### config.mk
export PLATFORM = sky130hd
export DESIGN_NAME = ram_slot_arbiter_flat
export DESIGN_NICKNAME = d
export VERILOG_FILES = /design/src/rtl/mcu_bus_pkg.sv /design/src/rtl/ram_slot_arbiter_if.sv /design/src/rtl/refresh_timer.sv /design/src/rtl/ram_slot_arbiter.sv /design/src/flat_wrapper.sv
export SDC_FILE = /design/constraint.sdc
export NUM_CORES = 1
export LEC_CHECK = 0
export BUFFER_PORTS_ARGS = -buffer_cell sky130_fd_sc_hd__buf_2
export CORE_ASPECT_RATIO = 0.75
export CORE_MARGIN = 1
export CORE_UTILIZATION = 54
export DETAILED_ROUTE_END_ITERATION = 8
export GPL_TIMING_DRIVEN = 1
export PLACE_DENSITY_LB_ADDON = 0.25
export SLEW_MARGIN = 20
export SYNTH_ARGS = -nofsm -noshare
export SYNTH_HDL_FRONTEND = slang
export SYNTH_SLANG_ARGS = --single-unit
### constraint.sdc
create_clock -name clk32 -period 1.9 [get_ports clk32]
set_input_delay 0.19 -clock clk32 [delete_from_list [all_inputs] [get_ports clk32]]
set_output_delay 0.19 -clock clk32 [all_outputs]
set_load 0.1 [all_outputs]
### src/rtl/mcu_bus_pkg.sv
// Shared encodings for the MCU DRAM address-bus arbiter: slot owner codes and
// the DMA grant FSM state constants.
package mcu_bus_pkg;

  localparam int unsigned SRC_W = 3;

  typedef enum logic [SRC_W-1:0] {
    SrcIdle = 3'd0,
    SrcVid  = 3'd1,
    SrcSnd  = 3'd2,
    SrcRef  = 3'd3,
    SrcCpu  = 3'd4,
    SrcDma  = 3'd5
  } src_e;

  // Grant FSM states.
  localparam logic [1:0] CpuOwn     = 2'd0;
  localparam logic [1:0] DmaOwn     = 2'd1;
  localparam logic [1:0] DmaRelease = 2'd2;

  // Owners whose slot returns a data word that must be latched.
  function automatic logic is_data_src(src_e s);
    return (s == SrcVid) || (s == SrcSnd);
  endfunction

endpackage

### src/rtl/ram_slot_arbiter_if.sv
// Request/ack bundle between the slot arbiter (slave) and its requesters (master).
interface ram_slot_arbiter_if;
  import mcu_bus_pkg::*;

  logic             viden;
  logic             vid_req;
  logic             snd_en;
  logic             snd_req;
  logic             cpu_as;
  logic             dma_req;
  logic             dma_grant;
  logic [SRC_W-1:0] src;
  logic             slot_start;
  logic             odd_slot;
  logic             data_latch;
  logic             vid_ack;
  logic             snd_ack;
  logic             ref_ack;
  logic             ref_late;

  modport slave (
    input  viden, vid_req, snd_en, snd_req, cpu_as, dma_req,
    output dma_grant, src, slot_start, odd_slot, data_latch,
    output vid_ack, snd_ack, ref_ack, ref_late
  );

  modport master (
    output viden, vid_req, snd_en, snd_req, cpu_as, dma_req,
    input  dma_grant, src, slot_start, odd_slot, data_latch,
    input  vid_ack, snd_ack, ref_ack, ref_late
  );

endinterface

### src/rtl/refresh_timer.sv
// Refresh request generator: counts even slots, raises pending on wrap, tracks how
// many even slots a pending refresh has been passed over and flags overruns.
module refresh_timer #(
  parameter int unsigned RefInt  = 64,
  parameter int unsigned RefSlip = 2
) (
  input  logic clk_i,
  input  logic rst_ni,
  input  logic tick_i,
  input  logic ref_granted_i,
  output logic pending_o,
  output logic slip_ok_o,
  output logic ref_late_o
);

  localparam int unsigned TmrW  = (RefInt > 1) ? $clog2(RefInt) : 1;
  localparam int unsigned SlipW = 8;

  logic [TmrW-1:0]  tmr_q, tmr_d;
  logic [SlipW-1:0] slip_q, slip_d;
  logic             pending_q, pending_d;
  logic             late_q, late_d;
  logic             wrap;

  always_comb begin
    wrap      = tick_i && (tmr_q == TmrW'(RefInt - 1));
    tmr_d     = tmr_q;
    slip_d    = slip_q;
    pending_d = pending_q;
    late_d    = late_q;
    if (tick_i) begin
      tmr_d = wrap ? '0 : tmr_q + 1'b1;
      if (ref_granted_i) begin
        pending_d = 1'b0;
        slip_d    = '0;
      end else if (pending_q && (slip_q != {SlipW{1'b1}})) begin
        slip_d = slip_q + 1'b1;
      end
      // A new period starting while the last refresh is still owed is an overrun.
      if (wrap) begin
        pending_d = 1'b1;
        if (pending_q && !ref_granted_i) begin
          late_d = 1'b1;
        end
      end
    end
  end

  always_ff @(posedge clk_i) begin
    if (!rst_ni) begin
      tmr_q     <= '0;
      slip_q    <= '0;
      pending_q <= 1'b0;
      late_q    <= 1'b0;
    end else begin
      tmr_q     <= tmr_d;
      slip_q    <= slip_d;
      pending_q <= pending_d;
      late_q    <= late_d;
    end
  end

  assign pending_o  = pending_q;
  assign slip_ok_o  = (slip_q >= SlipW'(RefSlip));
  assign ref_late_o = late_q;

endmodule

### src/rtl/ram_slot_arbiter.sv
// DRAM address-bus slot scheduler: even slots serve video/sound/refresh, odd slots
// serve CPU or disk DMA. Owners are decided on the last phase of each slot.
module ram_slot_arbiter
  import mcu_bus_pkg::*;
#(
  parameter int unsigned SLOT_LEN = 8,
  parameter int unsigned LATCH_PH = 5,
  parameter int unsigned REF_INT  = 64,
  parameter int unsigned REF_SLIP = 2
) (
  input logic               clk32,
  input logic               resb,
  ram_slot_arbiter_if.slave bus
);

  localparam int unsigned PhW = (SLOT_LEN > 1) ? $clog2(SLOT_LEN) : 1;
  localparam logic [PhW-1:0] LastPh  = PhW'(SLOT_LEN - 1);
  localparam logic [PhW-1:0] LatchPh = PhW'(LATCH_PH);

  logic [PhW-1:0] phase_q, phase_d;
  logic           odd_q, odd_d;
  src_e           src_q, src_d;
  src_e           even_src;
  logic [1:0]     gnt_q, gnt_d;
  logic           grant_next;
  logic           boundary;
  logic           tick;
  logic           ref_pending;
  logic           ref_slip_ok;
  logic           ref_late;

  assign boundary = (phase_q == LastPh);
  // Decision made at the end of an odd slot chooses the following even slot.
  assign tick     = boundary && odd_q;

  always_comb begin
    even_src = SrcIdle;
    if (ref_pending && ref_slip_ok) begin
      even_src = SrcRef;
    end else if (bus.viden && bus.vid_req) begin
      even_src = SrcVid;
    end else if (bus.snd_en && bus.snd_req) begin
      even_src = SrcSnd;
    end else if (ref_pending) begin
      even_src = SrcRef;
    end
  end

  // Grant rises only into an odd slot; a release seen on any cycle drops the
  // grant at the next boundary of either parity.
  always_comb begin
    gnt_d = gnt_q;
    case (gnt_q)
      CpuOwn: begin
        if (boundary && !odd_q && bus.dma_req && !bus.cpu_as) begin
          gnt_d = DmaOwn;
        end
      end
      DmaOwn: begin
        if (!bus.dma_req) begin
          gnt_d = DmaRelease;
        end
      end
      DmaRelease: begin
        if (boundary) begin
          gnt_d = CpuOwn;
        end
      end
      default: gnt_d = CpuOwn;
    endcase
  end

  assign grant_next = (gnt_d != CpuOwn);

  always_comb begin
    phase_d = phase_q + 1'b1;
    odd_d   = odd_q;
    src_d   = src_q;
    if (boundary) begin
      phase_d = '0;
      odd_d   = !odd_q;
      if (odd_q) begin
        src_d = even_src;
      end else begin
        src_d = grant_next ? SrcDma : SrcCpu;
      end
    end
  end

  always_ff @(posedge clk32) begin
    if (!resb) begin
      phase_q <= '0;
      odd_q   <= 1'b0;
      src_q   <= SrcIdle;
      gnt_q   <= CpuOwn;
    end else begin
      phase_q <= phase_d;
      odd_q   <= odd_d;
      src_q   <= src_d;
      gnt_q   <= gnt_d;
    end
  end

  refresh_timer #(
    .RefInt  (REF_INT),
    .RefSlip (REF_SLIP)
  ) u_refresh_timer (
    .clk_i         (clk32),
    .rst_ni        (resb),
    .tick_i        (tick),
    .ref_granted_i (tick && (even_src == SrcRef)),
    .pending_o     (ref_pending),
    .slip_ok_o     (ref_slip_ok),
    .ref_late_o    (ref_late)
  );

  assign bus.src        = src_q;
  assign bus.odd_slot   = odd_q;
  assign bus.slot_start = resb && (phase_q == '0);
  assign bus.data_latch = (phase_q == LatchPh) && is_data_src(src_q);
  assign bus.vid_ack    = boundary && (src_q == SrcVid);
  assign bus.snd_ack    = boundary && (src_q == SrcSnd);
  assign bus.ref_ack    = boundary && (src_q == SrcRef);
  assign bus.dma_grant  = (gnt_q != CpuOwn);
  assign bus.ref_late   = ref_late;

endmodule

### src/flat_wrapper.sv
// flat-port wrapper written by rule: the top's interface ports become plain ports
module ram_slot_arbiter_flat import mcu_bus_pkg::*;
#(
  parameter int unsigned SLOT_LEN = 8,
  parameter int unsigned LATCH_PH = 5,
  parameter int unsigned REF_INT  = 64,
  parameter int unsigned REF_SLIP = 2
)
  (clk32, resb, bus_viden, bus_vid_req, bus_snd_en, bus_snd_req, bus_cpu_as, bus_dma_req, bus_dma_grant, bus_src, bus_slot_start, bus_odd_slot, bus_data_latch, bus_vid_ack, bus_snd_ack, bus_ref_ack, bus_ref_late);
  ram_slot_arbiter_if bus_i ();
  input logic clk32;
  input logic resb;
  input wire logic [$bits(bus_i.viden)-1:0] bus_viden;
  input wire logic [$bits(bus_i.vid_req)-1:0] bus_vid_req;
  input wire logic [$bits(bus_i.snd_en)-1:0] bus_snd_en;
  input wire logic [$bits(bus_i.snd_req)-1:0] bus_snd_req;
  input wire logic [$bits(bus_i.cpu_as)-1:0] bus_cpu_as;
  input wire logic [$bits(bus_i.dma_req)-1:0] bus_dma_req;
  output wire logic [$bits(bus_i.dma_grant)-1:0] bus_dma_grant;
  output wire logic [$bits(bus_i.src)-1:0] bus_src;
  output wire logic [$bits(bus_i.slot_start)-1:0] bus_slot_start;
  output wire logic [$bits(bus_i.odd_slot)-1:0] bus_odd_slot;
  output wire logic [$bits(bus_i.data_latch)-1:0] bus_data_latch;
  output wire logic [$bits(bus_i.vid_ack)-1:0] bus_vid_ack;
  output wire logic [$bits(bus_i.snd_ack)-1:0] bus_snd_ack;
  output wire logic [$bits(bus_i.ref_ack)-1:0] bus_ref_ack;
  output wire logic [$bits(bus_i.ref_late)-1:0] bus_ref_late;
  assign bus_i.viden = bus_viden;
  assign bus_i.vid_req = bus_vid_req;
  assign bus_i.snd_en = bus_snd_en;
  assign bus_i.snd_req = bus_snd_req;
  assign bus_i.cpu_as = bus_cpu_as;
  assign bus_i.dma_req = bus_dma_req;
  assign bus_dma_grant = bus_i.dma_grant;
  assign bus_src = bus_i.src;
  assign bus_slot_start = bus_i.slot_start;
  assign bus_odd_slot = bus_i.odd_slot;
  assign bus_data_latch = bus_i.data_latch;
  assign bus_vid_ack = bus_i.vid_ack;
  assign bus_snd_ack = bus_i.snd_ack;
  assign bus_ref_ack = bus_i.ref_ack;
  assign bus_ref_late = bus_i.ref_late;
  ram_slot_arbiter #(.SLOT_LEN(SLOT_LEN), .LATCH_PH(LATCH_PH), .REF_INT(REF_INT), .REF_SLIP(REF_SLIP)) u_core (.clk32(clk32), .resb(resb), .bus(bus_i));
endmodule
==> results of run 1 <==
[state kept, by name (all words and copies together), names as in the netlist]
signal	count
u_core.u_refresh_timer.ref_late_o	1
u_core.u_refresh_timer.pending_o	1
u_core.bus.src	3
u_core.phase_q	3
u_core.u_refresh_timer.slip_q	8
u_core.gnt_q	2
u_core.u_refresh_timer.tmr_q	6
[per-layer routing]
metal,routed length [um],share of wire,vias to the layer above
li1,-,-,516
met1,1110,0.47,484
met2,1100,0.47,26
met3,111,0.047,4
met4,29,0.012,0
met5,0,0,-
[final cells by class]
| type | count | share of cell area |
|---|---|---|
| Inverter | 9 | 0.0234 |
| Multi-Input combinational cell | 100 | 0.500 |
| Tap cell | 24 | 0.0208 |
| Timing Repair Buffer | 20 | 0.104 |
| Clock buffer | 3 | 0.0156 |
| Sequential cell | 24 | 0.336 |
[final timing paths]
| kind | startpoint | end | slack, ns | depth (start not counted) |
|---|---|---|---|---|
| hold / removal | bus_dma_req | u_core.gnt_q[0] | 0.16 | 2 |
| setup / recovery | u_core.phase_q[0] | bus_vid_ack | 0.10 | 5 |
| setup reg to reg | u_core.u_refresh_timer.slip_q[0] | u_core.u_refresh_timer.slip_q[1] | 0.15 | 6 |
| hold reg to reg | u_core.phase_q[0] | u_core.phase_q[0] | 0.45 | 1 |
[power by group through the flow]
stage / combinational (mW) / sequential [mW] / clock, mW
6_report: 0.0722 / 0.515 / 0.211
5_1_grt: 0.0813 / 0.516 / 0.240
4_1_cts: 0.0722 / 0.515 / 0.222
3_5_place_dp: 0.0720 / 0.526 / 0
3_3_place_gp: 0.0691 / 0.526 / 0
2_1_floorplan: 0.0526 / 0.527 / 0
[cells in the final DEF (no fill, tap or decap), types with 2 or more instances in the layout]
cell type  instances
dfxtp_2            4
nor3_4             4
xor2_1             2
nor2_1            17
xnor2_1            6
nor3b_1            2
dfxtp_1           20
buf_12             3
buf_2             15
ha_1               5
nand3_1            2
clkbuf_4           3
or4_4              2
nand2_1           16
inv_1              9
nand3b_1           2
a41oi_1            2
buf_4              2
and3_1             4
nor3_1             3
nand4_1            4
a21oi_1            6
[metrics by stage]
step           utilization  cells  setup slack, ns
6_report             0.705    180            0.104
5_1_grt              0.705    180          0.00924
4_1_cts              0.698    178           0.0345
3_5_place_dp         0.687    175            0.162
3_3_place_gp         0.687    175            0.216
2_1_floorplan            -    138          -0.0584
[critical path: cells and delay by family, from the launching register on]
| family | cells | cell delay [ns] |
|---|---|---|
| adders and majority gates | 2 | 0.38 |
| DFF | 1 | 0.37 |
| and+or+nand+nor | 2 | 0.34 |
| buffers and inverters | 1 | 0.20 |
[cell families after synthesis]
logic type | share of synthesized area
AND/OR/NAND/NOR | 0.266
flip-flops | 0.403
AO/OA/AOI/OAI | 0.150
buffers and inverters | 0.0483
XOR/XNOR | 0.0588
adder cells (fa/ha/maj) | 0.0735
==> qor.txt, run 1 <==
Post-synth EDFFs - 0
First drt pass iteration count - 4
Count leader, synth - dfxtp_1
DRT iter0 DRCs - 29
Synth top area share - 0.403
Power share of the clock group - 0.265
Final period util - 0.946
Seq pwr share - 0.645
Crit-path max cell delay - 0.37 ns
Met2 Track Usage GR - 0.374
First-pass GRT wire length - 4.04 mm
Worst-Margin Slew - 0.486 ns
Worst slew margin - 0.678
Wirelength per Cell - 13.1 um
P&R area growth vs syn - 21.3%
Multi-input logic area - 723 um^2
Critical path required time - 1.71 ns
Combinational Power Share - 0.090
Rows - 14
Critical path class - reg -> out
Worst-Skew Late Latency - 0.31 ns
Worst Setup End Kind - output port
Commonest cells in the netlist - 24 x dfxtp_1, 18 x nor2_1, 16 x nand2_1, 9 x inv_1
Overall global routing resource usage - 0.222
Vias in the first global route - 951
Post-cts sizing count - 0
PD cells - 552 nW/um^2
Sequential area share after synthesis - 0.403
Minimum clock period - 1.80 ns
Initial antenna violation count - 0
Die Ht - 42.7 um
Critical path's slowest cell - dfxtp_2
Yosys warnings - 0
CTS tree - yes
Max H-tree Level - 1
Crit-path cells - ha_2 > ha_4 > nand2b_4 > nor3_4 > buf_12
Finished Cell Area - 1450 um^2
CTS Buffer Depth - 2
Post-CTS Repair Setup Buffers - 0
Final Total Pwr - 0.798 mW
Final Hold Fails - 0
NetSw - 0.192 mW
DP Area - 1410 um^2
Final setup viols - 0
Met1 Track Usage GR - 0.269
DRC - 0
Hpwl dp - 1.79 mm
Status - completed
Unrepaired setup endpoints after global routing - false
Core area - 2050 um^2
Die X - 56.2 um
CTS sink cnt - 24
Leakage - 0.565 nW
Ys async rst share - 0
Grt met3 use - 0.0793
Starting Density - 0.581
Crit-path max FO - 7
Hold WC Path Type - in -> reg
Layout Nets - 173
Crit path DAT - 1.61 ns
I/O pin cnt - 19
Maxcap violations - 0
Hold Worst Slack - 0.160 ns
Largest net degree at the start of global routing - 14
Vias per Instance - 5.72
GR peak layer - met2
Syn Nets - 153
Input/output buffers - 18
Gpl congestion - 0.789
Synth Instances - 138
Max Clock Freq - 557 MHz
Routed WL - 2.35 mm
Share of cells above drive strength 1 - 0.269
Internal power - 0.606 mW
Setup Skew - 0.00400 ns
Syn Std Cell Area - 1190 um^2
Post-route ant nets - 0
Yosys cell types - 38
Gr ovfl total - 0
TritonCTS Buffers - 3
Fin Setup TNS - 0 ns
Die footprint - 2400 um^2
Filler instances - 167
Post-Syn Area per Cell - 8.63 um^2
Synth top area cells - dfxtp_1 40%, ha_1 7.4%, nor2_1 5.7%, nand2_1 5.0%, xnor2_1 4.4%
Hold Buf Count CTS - 0
Via Count - 1,030
Sw Ratio - 0.240
Biggest area consumer among synthesized cells - dfxtp_1
CTS root buffer - clkbuf_4
Register Area - 485 um^2
#FFs+latches synth - 24
CP Launch Type - flop
Synth Flop Type - dfxtp_1
ANT cells - 0
Clock transition at path regs - 0.11 ns
Fin. max-slew vios - 0
VDD IR-drop max - 0.000596 V
(Power assumes the default switching activity.)
==> run 2: changes to the inputs <==
- CORE_UTILIZATION: 54 -> 55
- SYNTH_HIERARCHICAL: not set -> 1
==> qor.txt, run 2 <==
Commonest cells in the netlist - 24 x dfxtp_1, 20 x nand2_1, 11 x nor2_1, 9 x a21oi_1, 8 x inv_1 (was 24 x dfxtp_1, 18 x nor2_1, 16 x nand2_1, 9 x inv_1)
Final period util - 1.07 (was 0.946)
P&R area growth vs syn - 41.9% (was 21.3%)
VDD IR-drop max - 0.000718 V (was 0.000596 V)
Hold WC Path Type - in -> reg (unchanged)
First drt pass iteration count - 5 (was 4)
Gpl congestion - 0.850 (was 0.789)
CTS tree - yes (unchanged)
Register Area - 492 um^2 (was 485 um^2)
Failing checks - setup timing
CP Depth - 10 (was 5)
Worst-Skew Late Latency - 0.33 ns (was 0.31 ns)
Wirelength per Cell - 19.3 um (was 13.1 um)
Synth top area share - 0.366 (was 0.403)
Critical Path End - u_core/u_refresh_timer/slip_q[0] (was bus_vid_ack)
Biggest regs - u_core/u_refresh_timer/slip_q x8, u_core/u_refresh_timer/tmr_q x6, u_core/phase_q x3 (was u_core.u_refresh_timer.slip_q x8, u_core.u_refresh_timer.tmr_q x6)
Critical path class - reg -> reg (was reg -> out)
Vias in the first global route - 1,289 (was 951)
#FFs+latches synth - 24 (unchanged)
Biggest area consumer among synthesized cells - dfxtp_1 (unchanged)
Syn Nets - 171 (was 153)
Die footprint - 2590 um^2 (was 2400 um^2)
Yosys cell types - 47 (was 38)
CP Launch Type - flop (unchanged)
Minimum clock period - 2.03 ns (was 1.80 ns)
CTS sink cnt - 24 (unchanged)
Clock transition at path regs - 0.14 ns (was 0.11 ns)
Final Hold Fails - 0 (unchanged)
Count leader, synth - dfxtp_1 (unchanged)
Final setup viols - 3 (was 0)
Multi-input logic area - 933 um^2 (was 723 um^2)
Setup Skew - 0.00612 ns (was 0.00400 ns)
TritonCTS Buffers - 3 (unchanged)
Status - complete, but fails checks (was completed)
Gr ovfl total - 0 (unchanged)
Core area - 2120 um^2 (was 2050 um^2)
Routed WL - 4.34 mm (was 2.35 mm)
Vias per Instance - 6.28 (was 5.72)
Worst slew margin - 0.669 (was 0.678)
Worst R2R Setup Slack - -0.13 ns (was 0.15 ns)
Fin Setup TNS - -0.260 ns (was 0 ns)
Die Ht - 44.3 um (was 42.7 um)
Overall global routing resource usage - 0.304 (was 0.222)
Via Count - 1,412 (was 1,030)
Post-route ant nets - 0 (unchanged)
Post-Syn Area per Cell - 8.42 um^2 (was 8.63 um^2)
Post-synth EDFFs - 0 (unchanged)
Critical path required time - 2.16 ns (was 1.71 ns)
Crit-path max FO - 5 (was 7)
Initial antenna violation count - 0 (unchanged)
Worst Setup End Kind - flop (was output port)
Non-Filler Instances - 225 (was 180)
Sequential area share after synthesis - 0.366 (was 0.403)
Layout Utilization - 0.880 (was 0.705)
Crit-path cells - inv_2 > ha_4 > nor4_4 > nand2_2 > o221ai_4 > a21oi_4 > nand4b_1 > o221ai_2 > nand3_1 > o21ai_1 (was ha_2 > ha_4 > nand2b_4 > nor3_4 > buf_12)
First-pass GRT wire length - 5.82 mm (was 4.04 mm)
Most common cell after layout, fill and taps aside - buf_4 (was dfxtp_1)
Delay-heaviest family, CP - simple AND/OR/NAND/NOR gates (was adder cells)
CTS Buffer Depth - 2 (unchanged)
Final worst setup slack - -0.126 ns (was 0.104 ns)
CTS root buffer - clkbuf_4 (unchanged)
Reg2reg start - u_core/u_refresh_timer/slip_q[0] (was u_core.u_refresh_timer.slip_q[0])
RR Endpoint - u_core/u_refresh_timer/slip_q[0] (was u_core.u_refresh_timer.slip_q[1])
Crit path DAT - 2.29 ns (was 1.61 ns)
Maxcap violations - 0 (unchanged)
Syn Std Cell Area - 1310 um^2 (was 1190 um^2)
Layout Nets - 209 (was 173)
Crit-path max cell delay - 0.37 ns (about the same)
Max Clock Freq - 494 MHz (was 557 MHz)
Ys async rst share - 0 (unchanged)
DP Worst Slack - -0.144 ns (was 0.162 ns)
Worst-Margin Slew - 0.499 ns (was 0.486 ns)
Worst setup path start - u_core/u_refresh_timer/slip_q[0] (was u_core.phase_q[0])
Synth top area cells - dfxtp_1 37%, ha_1 6.7%, nand2_1 5.7%, a21oi_1 3.4%, nand4_1 3.3% (was dfxtp_1 40%, ha_1 7.4%, nor2_1 5.7%, nand2_1 5.0%, xnor2_1 4.4%)
Critical path's slowest cell - dfxtp_2 (unchanged)
Synth Instances - 156 (was 138)
Biggest register - u_core/u_refresh_timer/slip_q (was u_core.u_refresh_timer.slip_q)
Filler instances - 107 (was 167)
Commonest cells after routing, fill and taps aside - 20 x buf_4, 17 x nand2_1, 17 x dfxtp_1, 15 x buf_2 (was 20 x dfxtp_1, 17 x nor2_1, 16 x nand2_1, 15 x buf_2, 9 x inv_1)
Crit path buffers/inverters - 1 (unchanged)
Leakage - 0.705 nW (was 0.565 nW)
I/O pin cnt - 19 (unchanged)
Placed Instances - 217 (was 175)
DRT iter0 DRCs - 147 (was 29)
Synth Flop Type - dfxtp_1 (unchanged)
PD cells - 528 nW/um^2 (was 552 nW/um^2)
Share of cells above drive strength 1 - 0.415 (was 0.269)
Yosys warnings - 6 (was 0)
Largest net degree at the start of global routing - 22 (was 14)
R2R cell count - 10 (was 6)
Rows - 14 (unchanged)
Starting Density - 0.620 (was 0.581)
Hpwl dp - 2.37 mm (was 1.79 mm)
Max H-tree Level - 1 (unchanged)
ANT cells - 0 (unchanged)
Hold Worst Slack - 0.0968 ns (was 0.160 ns)
Max reg flops - 8 (unchanged)
Unrepaired setup endpoints after global routing - true (was false)
Die X - 58.4 um (was 56.2 um)
Fin. max-slew vios - 0 (unchanged)
Input/output buffers - 18 (unchanged)
DRC - 0 (unchanged)
## run 2: cell count changes after synthesis, moves of 3 or more
cell	previous run	this run
a21oi_1	6	9
and3_1	4	0
nand2_1	16	20
nand4_1	4	7
nor2_1	18	11
nor2b_1	0	6
nor3_1	7	3
o21ai_0	0	7
xnor2_1	6	3
## run 2: metal layers
layer	share of wire	GRT usage	vias up
li1	-	-	626
met1	0.41	0.396	657
met2	0.46	0.503	98
met3	0.090	0.0585	31
met4	0.046	0.119	0
met5	0	0	-
## run 2: cells by family after synthesis
group                    count (synthesis)  synth area share
AO/OA/AOI/OAI                           34             0.171
XOR/XNOR                                 4            0.0267
adder cells (fa/ha/maj)                  7            0.0667
buffers and inverters                   15            0.0571
flip-flops                              24             0.366
multiplexers                             2            0.0152
AND/OR/NAND/NOR                         70             0.297
## run 2: cell type report
class / instances / area share
clock inverter: 1 / 0.0161
tap: 32 / 0.0215
multi-input combinational: 117 / 0.501
sequential: 24 / 0.264
inverter: 8 / 0.0161
timing repair buffer: 40 / 0.170
clock buffer: 3 / 0.0121
## run 2: worst min path at each step
stage                             end  cells past startpoint         from  slack, ns
floorplan           u_core/bus.src[0]                      1         resb       0.31
detailed placement    u_core/gnt_q[0]                      3  bus_dma_req       0.45
global route          u_core/gnt_q[0]                      3  bus_dma_req        0.1
finish                u_core/gnt_q[0]                      3  bus_dma_req        0.1
global placement      u_core/gnt_q[0]                      3  bus_dma_req       0.43
CTS                   u_core/gnt_q[0]                      3  bus_dma_req       0.09
## run 2: worst register-to-register path: stages, from the launching register on
cell,delay [ns]
dfxtp_2,0.37
inv_2,0.05
ha_4,0.16
nor4_4,0.18
nand2_2,0.14
o221ai_4,0.25
a21oi_4,0.08
nand4b_1,0.22
o221ai_2,0.21
nand3_1,0.16
o21ai_1,0.14
## run 2: metrics by stage
stage / total power, mW / cell area, um^2
after floorplan: 0.571 / 1360
final: 0.985 / 1860
after CTS: 0.974 / 1770
after detailed placement: 0.597 / 1640
after global placement: 0.592 / 1640
after global routing: 1.01 / 1860
## run 2: report_power, final
group | total [mW] | leakage (nW) | switching, mW | internal [mW]
Sequential | 0.516 | 0.197 | 0.00725 | 0.509
Combinational | 0.0870 | 0.480 | 0.0559 | 0.0312
Clock | 0.382 | 0.0279 | 0.168 | 0.214
## run 2: timing repair
item / in CTS / in global routing
buffers inserted: 3 / 1
endpoints found under the setup margin: 10 / 11
pin swaps: 3 / 3
resized for setup: 14 / 17
hold buffers: 0 / 0
gates cloned: 0 / 0
==> run 3: changes to the inputs <==
- CORE_UTILIZATION: 55 -> 49
==> qor.txt, run 3 (synthesized netlist as in run 2, its figures left out) <==
Status - complete, but fails checks (unchanged)
Failing checks - setup timing (unchanged)
Wirelength per Cell - 15.9 um (was 19.3 um)
CTS Buffer Depth - 2 (unchanged)
Die X - 61.8 um (was 58.4 um)
Seq pwr share - 0.618 (was 0.524)
Hold Buf Count CTS - 0 (unchanged)
Max Clock Freq - 482 MHz (was 494 MHz)
CTS tree - yes (unchanged)
DRT iter0 DRCs - 62 (was 147)
DP Worst Slack - -0.154 ns (was -0.144 ns)
Worst Hold Endpoint - u_core/gnt_q[0] (unchanged)
Met1 Track Usage GR - 0.302 (was 0.396)
Clock transition at path regs - 0.13 ns (was 0.14 ns)
Worst R2R Setup Slack - -0.17 ns (was -0.13 ns)
Final setup viols - 5 (was 3)
Combinational Power Share - 0.095 (was 0.088)
DRC - 0 (unchanged)
Biggest register - u_core/u_refresh_timer/slip_q (unchanged)
First-pass GRT wire length - 5.23 mm (was 5.82 mm)
Register Area - 492 um^2 (unchanged)
Input/output buffers - 18 (unchanged)
VDD IR-drop max - 0.000305 V (was 0.000718 V)
Internal power - 0.619 mW (was 0.753 mW)
Final period util - 1.09 (was 1.07)
Gr ovfl total - 0 (unchanged)
Vias per Instance - 5.76 (was 6.28)
Die footprint - 2890 um^2 (was 2590 um^2)
Hold WC Path Type - in -> reg (unchanged)
Starting Density - 0.543 (was 0.620)
Crit-path max FO - 5 (unchanged)
Maxcap violations - 0 (unchanged)
Reg2reg start - u_core/u_refresh_timer/slip_q[0] (unchanged)
Share of cells above drive strength 1 - 0.405 (was 0.415)
Final Hold Fails - 0 (unchanged)
GR peak layer - met2 (unchanged)
Final worst setup slack - -0.175 ns (was -0.126 ns)
Max reg flops - 8 (unchanged)
R2R cell count - 10 (unchanged)
Initial antenna violation count - 0 (unchanged)
Leakage - 0.699 nW (was 0.705 nW)
Critical path required time - 2.15 ns (was 2.16 ns)
Worst-Skew Late Latency - 0.32 ns (was 0.33 ns)
Die Ht - 46.8 um (was 44.3 um)
Final Total Pwr - 0.834 mW (was 0.985 mW)
CTS sink cnt - 24 (unchanged)
PD cells - 462 nW/um^2 (was 528 nW/um^2)
Critical path class - reg -> reg (unchanged)
Rows - 15 (was 14)
Overall global routing resource usage - 0.253 (was 0.304)
Non-Filler Instances - 229 (was 225)
Core area - 2420 um^2 (was 2120 um^2)
Via Count - 1,320 (was 1,412)
Biggest regs - u_core/u_refresh_timer/slip_q x8, u_core/u_refresh_timer/tmr_q x6, u_core/phase_q x3 (unchanged)
Sw Ratio - 0.258 (was 0.235)
CP Launch Type - flop (unchanged)
Worst-Margin Slew - 0.494 ns (was 0.499 ns)
RR Endpoint - u_core/u_refresh_timer/slip_q[1] (was u_core/u_refresh_timer/slip_q[0])
Worst Setup End Kind - flop (unchanged)
Largest net degree at the start of global routing - 22 (unchanged)
Minimum clock period - 2.07 ns (was 2.03 ns)
Grt met3 use - 0.0606 (was 0.0585)
ANT cells - 0 (unchanged)
Power share of the clock group - 0.287 (was 0.388)
Placed Instances - 216 (was 217)
First drt pass iteration count - 4 (was 5)
P&R area growth vs syn - 37.3% (was 41.9%)
Max H-tree Level - 1 (unchanged)
Unrepaired setup endpoints after global routing - true (unchanged)
Hpwl dp - 2.35 mm (was 2.37 mm)
Crit path DAT - 2.33 ns (was 2.29 ns)
CTS root buffer - clkbuf_4 (unchanged)
Layout Nets - 211 (was 209)
Most common cell after layout, fill and taps aside - buf_4 (unchanged)
Setup Skew - 0.00443 ns (was 0.00612 ns)
Routed WL - 3.65 mm (was 4.34 mm)
I/O pin cnt - 19 (unchanged)
Vias in the first global route - 1,165 (was 1,289)
Finished Cell Area - 1800 um^2 (was 1860 um^2)
Hold_sp - bus_dma_req (unchanged)
Met2 Track Usage GR - 0.454 (was 0.503)
Worst slew margin - 0.673 (was 0.669)
Multi-input logic area - 892 um^2 (was 933 um^2)
Gpl congestion - 0.844 (was 0.850)
Fin. max-slew vios - 0 (unchanged)
WHS Path Cells - 3 (unchanged)
TritonCTS Buffers - 3 (unchanged)
NetSw - 0.215 mW (was 0.231 mW)
DP Area - 1610 um^2 (was 1640 um^2)
Commonest cells after routing, fill and taps aside - 23 x buf_4, 19 x nand2_1, 17 x dfxtp_1, 14 x buf_2 (was 20 x buf_4, 17 x nand2_1, 17 x dfxtp_1, 15 x buf_2)
Post-route ant nets - 0 (unchanged)
Filler instances - 165 (was 107)
Fin Setup TNS - -0.359 ns (was -0.260 ns)
run 3: changes by cell type in the layout (fill, tap and decap cells not counted), sizes merged:
| cell | previous run | this run |
|---|---|---|
| clkbuf | 3 | 5 |
| buf | 40 | 41 |
| bufinv | 1 | 0 |
run 3: area by class of cell:
type                       instances  area share
tap                               34      0.0236
inverter                           8      0.0166
timing repair buffer              42       0.178
sequential                        24       0.273
multi-input combinational        117       0.494
clock buffer                       4      0.0146
run 3: worst max-delay path by stage:
stage	startpoint	cells past startpoint	slack, ns	to
after floorplan	u_core/u_refresh_timer/slip_q[0]	9	0.001	u_core/u_refresh_timer/slip_q[6]
after global routing	u_core/u_refresh_timer/slip_q[0]	10	-0.23	u_core/u_refresh_timer/slip_q[1]
after CTS	u_core/phase_q[0]	7	0.002	bus_ref_ack
after global placement	u_core/u_refresh_timer/slip_q[1]	7	-0.10	u_core/u_refresh_timer/slip_q[6]
after detailed placement	u_core/u_refresh_timer/slip_q[0]	9	-0.15	u_core/u_refresh_timer/slip_q[6]
final	u_core/u_refresh_timer/slip_q[0]	10	-0.17	u_core/u_refresh_timer/slip_q[1]
run 3: repair_timing:
item,CTS,global route
buffers inserted,3,6
cloned,0,0
setup endpoints to repair,10,11
gates resized for setup,12,13
pin swaps,2,5
run 3: critical path, stage by stage, from the launching register on:
cell      delay (ns)
dfxtp_2         0.36
inv_2           0.05
ha_4            0.16
nor4_2          0.19
nand2_1         0.15
o221ai_2        0.27
a21oi_4         0.09
nand4b_1        0.23
o221ai_2        0.22
nand2_1         0.10
o22ai_1         0.18
run 3: through the flow:
stage	hold WS (ns)	utilization
floorplan	0.308	-
global placement	0.434	0.665
detailed placement	0.469	0.665
CTS	0.114	0.700
global route	0.111	0.745
finish	0.118	0.745
run 3: per-layer routing:
| metal | share of wire | vias to the layer above |
|---|---|---|
| met2 | 0.50 | 68 |
| met1 | 0.40 | 606 |
| met5 | 0 | - |
| met4 | 0.030 | 0 |
| li1 | - | 634 |
| met3 | 0.067 | 12 |
run 3: power groups by stage:
stage          logic [mW]  registers, mW  clock network (mW)
2_1_floorplan      0.0470          0.524                   0
4_1_cts            0.0731          0.513               0.244
3_3_place_gp       0.0656          0.523                   0
3_5_place_dp       0.0682          0.524                   0
6_report           0.0795          0.515               0.239
5_1_grt            0.0865          0.516               0.268
